## config.mk

```make
export PLATFORM = sky130hd
export DESIGN_NAME = fetch_sequencer
export DESIGN_NICKNAME = d
export VERILOG_FILES = /design/src/rtl/fetch_sequencer.sv
export SDC_FILE = /design/constraint.sdc
export NUM_CORES = 1
export LEC_CHECK = 0
export ABC_AREA = 0
export CORE_ASPECT_RATIO = 1.5
export CORE_MARGIN = 2
export CORE_UTILIZATION = 53
export CTS_BUF_LIST = sky130_fd_sc_hd__clkbuf_4 sky130_fd_sc_hd__clkbuf_8
export CTS_CLUSTER_SIZE = 24
export DETAILED_ROUTE_END_ITERATION = 7
export GPL_TIMING_DRIVEN = 0
export PLACE_DENSITY = 0.94
export SYNTH_ARGS = -nofsm -noshare
export SYNTH_HDL_FRONTEND = slang
export SYNTH_SLANG_ARGS = --single-unit
```

## constraint.sdc

```tcl
create_clock -name clk -period 2.7 [get_ports clk]
set_input_delay 0.54 -clock clk [delete_from_list [all_inputs] [get_ports clk]]
set_output_delay 0.54 -clock clk [all_outputs]
set_load 0.005 [all_outputs]
```

## src/rtl/fetch_sequencer.sv

```systemverilog
// Instruction-fetch controller: owns the PC, folds unconditional jumps inside fetch and
// hands non-jump instructions with their PC to decode through a small circular FIFO.
module fetch_sequencer #(
    parameter int unsigned PC_W     = 8,
    parameter int unsigned INSTR_W  = 8,
    parameter int unsigned PROG_LEN = 6,
    parameter int unsigned DEPTH    = 2
) (
    input  logic               clk,
    input  logic               rst,
    input  logic               start,
    output logic [PC_W-1:0]    imem_addr,
    input  logic [INSTR_W-1:0] imem_data,
    input  logic               redirect_valid,
    input  logic [PC_W-1:0]    redirect_pc,
    output logic               out_valid,
    input  logic               out_ready,
    output logic [INSTR_W-1:0] out_instr,
    output logic [PC_W-1:0]    out_pc,
    output logic               busy,
    output logic               done,
    output logic [7:0]         instr_count
);

    localparam int unsigned PTR_W = $clog2(DEPTH);
    localparam int unsigned CNT_W = PTR_W + 1;

    typedef enum logic [1:0] {StIdle, StFetch, StDrain, StDone} state_e;

    state_e             state_q, state_d;
    logic [PC_W-1:0]    pc_q, pc_d;
    logic [PTR_W-1:0]   wr_ptr_q, wr_ptr_d, rd_ptr_q, rd_ptr_d;
    logic [CNT_W-1:0]   count_q, count_d;
    logic [7:0]         instr_count_q, instr_count_d;
    logic [PC_W-1:0]    pc_mem    [DEPTH];
    logic [INSTR_W-1:0] instr_mem [DEPTH];

    logic buf_valid, pop, push, fetch_en, is_jump, past_end;

    // State register
    always_ff @(posedge clk) begin
        if (!rst) state_q <= StIdle;
        else      state_q <= state_d;
    end

    // Next-state logic
    always_comb begin
        state_d = state_q;
        if (redirect_valid) begin
            state_d = StFetch;
        end else begin
            unique case (state_q)
                StIdle, StDone: if (start) state_d = StFetch;
                StFetch:        if (past_end) state_d = StDrain;
                StDrain:        if (count_d == '0) state_d = StDone;
                default:        state_d = StIdle;
            endcase
        end
    end

    // Outputs
    always_comb begin
        busy      = (state_q == StFetch) || (state_q == StDrain);
        done      = (state_q == StDone);
        out_valid = buf_valid;
        out_instr = buf_valid ? instr_mem[rd_ptr_q] : '0;
        out_pc    = buf_valid ? pc_mem[rd_ptr_q] : '0;
    end

    assign imem_addr   = pc_q;
    assign instr_count = instr_count_q;
    assign buf_valid   = (count_q != '0);

    // Datapath: fetch, jump folding, FIFO bookkeeping
    always_comb begin
        pop      = buf_valid && out_ready;
        past_end = (pc_q >= PC_W'(PROG_LEN));
        is_jump  = (imem_data[INSTR_W-1 -: 2] == 2'b11);
        // A pop frees the slot this cycle, so a full buffer can still accept a fetch.
        fetch_en = (state_q == StFetch) && !redirect_valid && !past_end &&
                   ((count_q < CNT_W'(DEPTH)) || pop);
        push     = fetch_en && !is_jump;

        pc_d          = pc_q;
        wr_ptr_d      = wr_ptr_q;
        rd_ptr_d      = rd_ptr_q;
        count_d       = count_q;
        instr_count_d = instr_count_q;

        if (pop && (instr_count_q != 8'hFF)) instr_count_d = instr_count_q + 8'd1;

        if (redirect_valid) begin
            pc_d     = redirect_pc;
            wr_ptr_d = '0;
            rd_ptr_d = '0;
            count_d  = '0;
        end else begin
            if (fetch_en) begin
                if (is_jump) pc_d = pc_q + PC_W'(1) + PC_W'(imem_data[5:0]);
                else         pc_d = pc_q + PC_W'(1);
            end
            if (push) wr_ptr_d = wr_ptr_q + PTR_W'(1);
            if (pop)  rd_ptr_d = rd_ptr_q + PTR_W'(1);
            if (push && !pop)      count_d = count_q + CNT_W'(1);
            else if (pop && !push) count_d = count_q - CNT_W'(1);
        end
    end

    always_ff @(posedge clk) begin
        if (!rst) begin
            pc_q          <= '0;
            wr_ptr_q      <= '0;
            rd_ptr_q      <= '0;
            count_q       <= '0;
            instr_count_q <= '0;
        end else begin
            pc_q          <= pc_d;
            wr_ptr_q      <= wr_ptr_d;
            rd_ptr_q      <= rd_ptr_d;
            count_q       <= count_d;
            instr_count_q <= instr_count_d;
        end
    end

    always_ff @(posedge clk) begin
        if (rst && push) begin
            pc_mem[wr_ptr_q]    <= pc_q;
            instr_mem[wr_ptr_q] <= imem_data;
        end
    end

endmodule

```

After elaboration in Yosys (flattened, before gate mapping) --
Memories as Yosys holds them, arrays and structs flattened. A register that Yosys moved wholly into a read port is not among the register bits. Index checks and enable logic that the tools add are counted. W data, S select, Z words.
Word-level totals: flip-flop bits (word level) 22, latch bits 0, bits in writable memories 32, memory bits (read-only) 0, bits of input ports 21, output and inout port bits 35, logic and storage cells 73, memories 2
Cells by class: add/subtract/negate cells 7, $mul 0, divide/modulo/power cells 0, $lt $le $gt $ge 2, equality and inequality tests 11, shift-type cells 0, muxes and demuxes 19, bitwise gates (word level) 1, reductions and logical operators 24
Memories:
- instr_mem | words 2, width 8, read ports 1, clocked after memory_dff 1, wr ports 1, line 36 | logic [INSTR_W-1:0] instr_mem [DEPTH];
- pc_mem | words 2, width 8, read ports 1, clocked after memory_dff 1, wr ports 1, line 35 | logic [PC_W-1:0] pc_mem [DEPTH];
Operator list (number):
- $mux W8 | 5
- $add A8 B1 Y8 const B | 2
- $mux W2 | 6
- $logic_and A1 B1 Y1 | 9
- $ne A3 B3 Y1 const B | 3
- $add A8 B6 Y8 | 1
- $ge A8 B3 Y1 const B | 1
- $ne A8 B8 Y1 const B | 1
- $mux W1 | 7
- $eq A2 B2 Y1 const B | 3
- $ne A2 B2 Y1 const B | 3
- $pmux W2 S3 | 1
- $reduce_and A3 Y1 | 2
- $logic_not A1 Y1 | 5
- $logic_not A2 Y1 | 2
- $reduce_bool A2 Y1 | 2
- $reduce_or A2 Y1 | 2
- $add A1 B1 Y1 const B | 2
- $add A2 B1 Y2 const B | 1
- $eq A2 B1 Y1 const B | 1
- $logic_or A1 B1 Y1 | 2
- $lt A2 B2 Y1 const B | 1
- $sub A2 B1 Y2 const B | 1
- $not A1 Y1 | 1

Logic depth before layout (Yosys ltp) --
word-level depth 14, gate-level depth with buffers 10, mapped depth without buffers 10

Least setup slack after synthesis --
No wires, ideal clock.
path type register to register, start point register count_q[1], end point memory instr_mem[0][0] (enable), setup time 388 ps, arrival 1989 ps, required time 2312 ps, setup slack 323 ps, stages on the path, launching flop included 9, path buffers 1, period minus slack after synthesis 2377 ps, path through dfxtp_1 > inv_1 > ha_1 > buf_4 > nor2b_4 > o211ai_1 > nor2_4 > nand2_1 > nor2_1
Between the ends: cells in the longest elaborated chain, start to end 8, elaborated cells between the ends (all ways) 9, those cells by class order compare (1); mux (2); reduce/logical (6)
Ends and longest elaborated chain:
- start: declaration | line 33 | logic [CNT_W-1:0] count_q, count_d;
- start signal: assignment | line 120 | count_q <= count_d;
- branches (longest 2 deep; another with $lt A2 B2 Y1)
- $logic_or A1 B1 Y1 * | line 81 | ((count_q < CNT_W'(DEPTH)) || pop);
- $logic_and A1 B1 Y1 * | line 80 | fetch_en = (state_q == StFetch) && !redirect_valid && !past_end &&
- $logic_and A1 B1 Y1 * | line 82 | push = fetch_en && !is_jump;
- $logic_and A1 B1 Y1 * | line 126 | if (rst && push) begin
- $mux W1 * | line 126
- $mux W1 (implied by the code) * | line 128 | instr_mem[wr_ptr_q] <= imem_data;
- end: declaration | line 36
Mark *: on every way between the ends.

==> results.yml <==
run_status:
  status: "complete, no violations"
place:
  hpwl_um: 4580
  globalplace.congestion: 0.834
  portBuffers: 55
  pre_cts_ws_ps: -440
timing:
  finalMaxSlewViolations: 0
  fmax_mhz: 394
  setup_tns_ps: 0
  tightestPinTransition_ps: 742
  min_period_over_period_pct: 94.0
  setup_viol: 0
  rsz0062_at_grt: "no"
  relSlewSlack_pct: 50.5
  post-route-min-period_ps: 2540
  skew_ps: 11.5
  report.final.hold_viol_count: 0
  worst_hold_slack_ps: 522
  setup_slack_ps: 163
routing:
  drc: 0
  first_pass_iters: 6
  vias_per_cell: 5.57
  wirelength_um: 6120
  drtIter0Drc: 46
  antenna_left: 0
  wire_per_inst_um: 16.0
  num_vias: 2126
worst_setup_path:
  arrival_ps: 2000
  cp-end-kind: "output port"
  r2r-end: "imem_addr[6]"
  critPathSlowestCell: "dfxtp_1"
  crit_type: "reg -> out"
  cp.required_ps: 2160
  start_kind: "flop"
  path_buf_inv: 2
  crit_family: "buffers and inverters"
  rrSetupSlack_ps: 200
  slowest_delay_ps: 600
  reg2reg_depth: 10
  crit_chain: "buf_2 -> mux2i_1 -> nor2_1 -> clkdlybuf4s50_1"
  timing.rr.start: "imem_addr[0]"
  critPathMaxFanout: 10
pwr:
  p_sw_mw: 0.398
  power.total_mw: 1.66
  seqPwrFrac_pct: 55.9
  p_comb_share_pct: 15.9
  swShare_pct: 24.0
  clkPwrFrac_pct: 28.2
  p_int_mw: 1.26
  irDropWorstVdd_v: 0.000349
  p_per_area_nw_per_um2: 469
  p_leak_nw: 1.28
cts:
  clk_pin_slew_ps: 90
  clockBufferDepth: 2
  clockRootBuffer: "clkbuf_8"
  ctsHtreeMaxLevel: 2
  cts_sinks: 55
  cts_setup_buffers: 0
  tritoncts: "done"
  cts_buffers: 5
  insertion_delay_ps: 310
global_routing:
  grt_pass1_wl_um: 9740
  antenna_found_initial: 0
  grt-ovfl-total: 0
  grt_max_degree: 17
  track_usage_pct: 21.2
  grt_pass1_vias: 2145
synth:
  synth-warning-count: 0
  ys_ff_latch: 55
  synth_cell_type_count: 50
  netlist_area_sq_um: 2790
  yosysSeqAreaShare_pct: 50.9
  async_flop_share_pct: 0
  synth.largest_area_cell: "edfxtp_1"
  synth_enable_flop_cells: 32
  syn_inst: 252
  avgSynthCellArea_sq_um: 11.1
  synth.net_count: 287
  synth_ff_type: "edfxtp_1"
  synth_area_leaders: "edfxtp_1, dfxtp_1, mux2i_1"
  synth_top_area_share_pct: 34.4
final_layout:
  multi_input_area_sq_um: 1310
  layout_commonest_cell: "clkdlybuf4s50_1"
  n_antenna_cell: 0
  seq_area_sq_um: 1420
  final_cell_mix: "clkdlybuf4s50_1, edfxtp_1, nor2_1"
  layout-drive-gt1-share_pct: 7.64
  fin_nets: 348
  syn_to_final_growth_pct: 26.5
  n_fill_cell: 375
job:
  cap_violations: 0
floorplanning:
  die_x_um: 63.3
  rows: 32
  dieHeight_um: 92.9
  initial_utilization_pct: 54.5
  dieArea_sq_um: 5880
  io_pins: 56
  core_area_sq_um: 5120
hold_path:
  hold_depth: 2
  worstHoldPathType: "reg -> reg"
  hold_path.startpoint: "rd_ptr_q"
## area by class of cell
cell class                 count  share of cell area, %
buffer                         7                  0.920
clock buffer                   7                   2.55
clock inverter                 1                  0.248
inverter                      10                   1.06
multi-input combinational    179                   37.0
sequential                    55                   40.2
tap                           68                   2.41
timing repair buffer          55                   15.6
## power groups by stage
stage | sequential (mW) | clock [mW] | combinational (mW)
finish | 0.926 | 0.467 | 0.263
global route | 0.930 | 0.504 | 0.284
CTS | 0.926 | 0.472 | 0.261
detailed placement | 0.944 | 0 | 0.256
global placement | 0.943 | 0 | 0.248
floorplan | 0.939 | 0 | 0.152
## worst max-delay path by stage
stage,start,end,slack [ps],depth (start not counted)
after floorplan,count_q[1],instr_mem[0][0],320,8
after global placement,redirect_valid,pc_mem[0][7],-370,6
after detailed placement,out_ready,pc_mem[0][7],-440,6
after CTS,count_q[1],out_pc[6],30,6
after global routing,flop,out_instr[6],8,4
final,flop,out_pc[1],160,4
## flip-flops by register name (all words and copies together), names as in the netlist, named ones only
| name | flops |
|---|---|
| count_q | 2 |
| imem_addr | 8 |
| instr_count | 8 |
| instr_mem | 16 |
| pc_mem | 16 |
| rd_ptr_q | 1 |
| state_q | 2 |
| wr_ptr_q | 1 |
## metrics by stage
step	std cells	cell area, sq um	util (%)
after floorplan	252	2790	-
after global placement	375	3430	66.9
after detailed placement	375	3430	66.9
after CTS	382	3530	68.8
after global routing	382	3530	69.0
final	382	3530	69.0
## worst min-delay path: stages (launching register included)
cell	delay, ps
dfxtp_1	330
xnor2_1	80
nor2_1	70
## cell usage after synthesis, types with 2 or more instances
master	instances
o211ai_1	2
nor2b_1	4
ha_1	13
nand2_1	13
o21a_1	2
o21ai_1	2
nor3_1	2
xnor2_1	11
xor2_1	4
o311a_1	3
nor2_1	29
nand2b_1	4
a21boi_1	2
mux2i_1	22
or3_1	3
inv_1	10
nand3_1	6
o21ai_0	6
clkbuf_1	6
and2_1	8
a21o_1	3
edfxtp_1	32
dfxtp_1	23
nand4_1	5
and3_1	4
a21oi_1	9
## timing repair
action | in CTS | in global routing
hold buffers | 0 | 0
resized for setup | 1 | 4
setup endpoints to repair | 26 | 26
## logic make-up (layout without fill, tap and decap cells)
family          after synthesis  in the layout  share of synthesized area, %
simple gates                 87             87                          16.7
xor+xnor                     15             15                          4.70
compound gates               40             40                          10.3
buf+inv                      18             80                          2.60
flops                        55             55                          50.9
fa+ha+maj                    14             14                          6.54
mux                          23             23                          8.28
## metal layers
| layer | wire length [um] | GRT usage [%] | part of all wire, % |
|---|---|---|---|
| met2 | 3390 | 41.2 | 55 |
| met4 | 214 | 10.9 | 3.5 |
| met3 | 285 | 4.25 | 4.7 |
| met5 | 0 | 0 | 0 |
| met1 | 2240 | 20.7 | 37 |
Power figures use the tool's default switching activity.
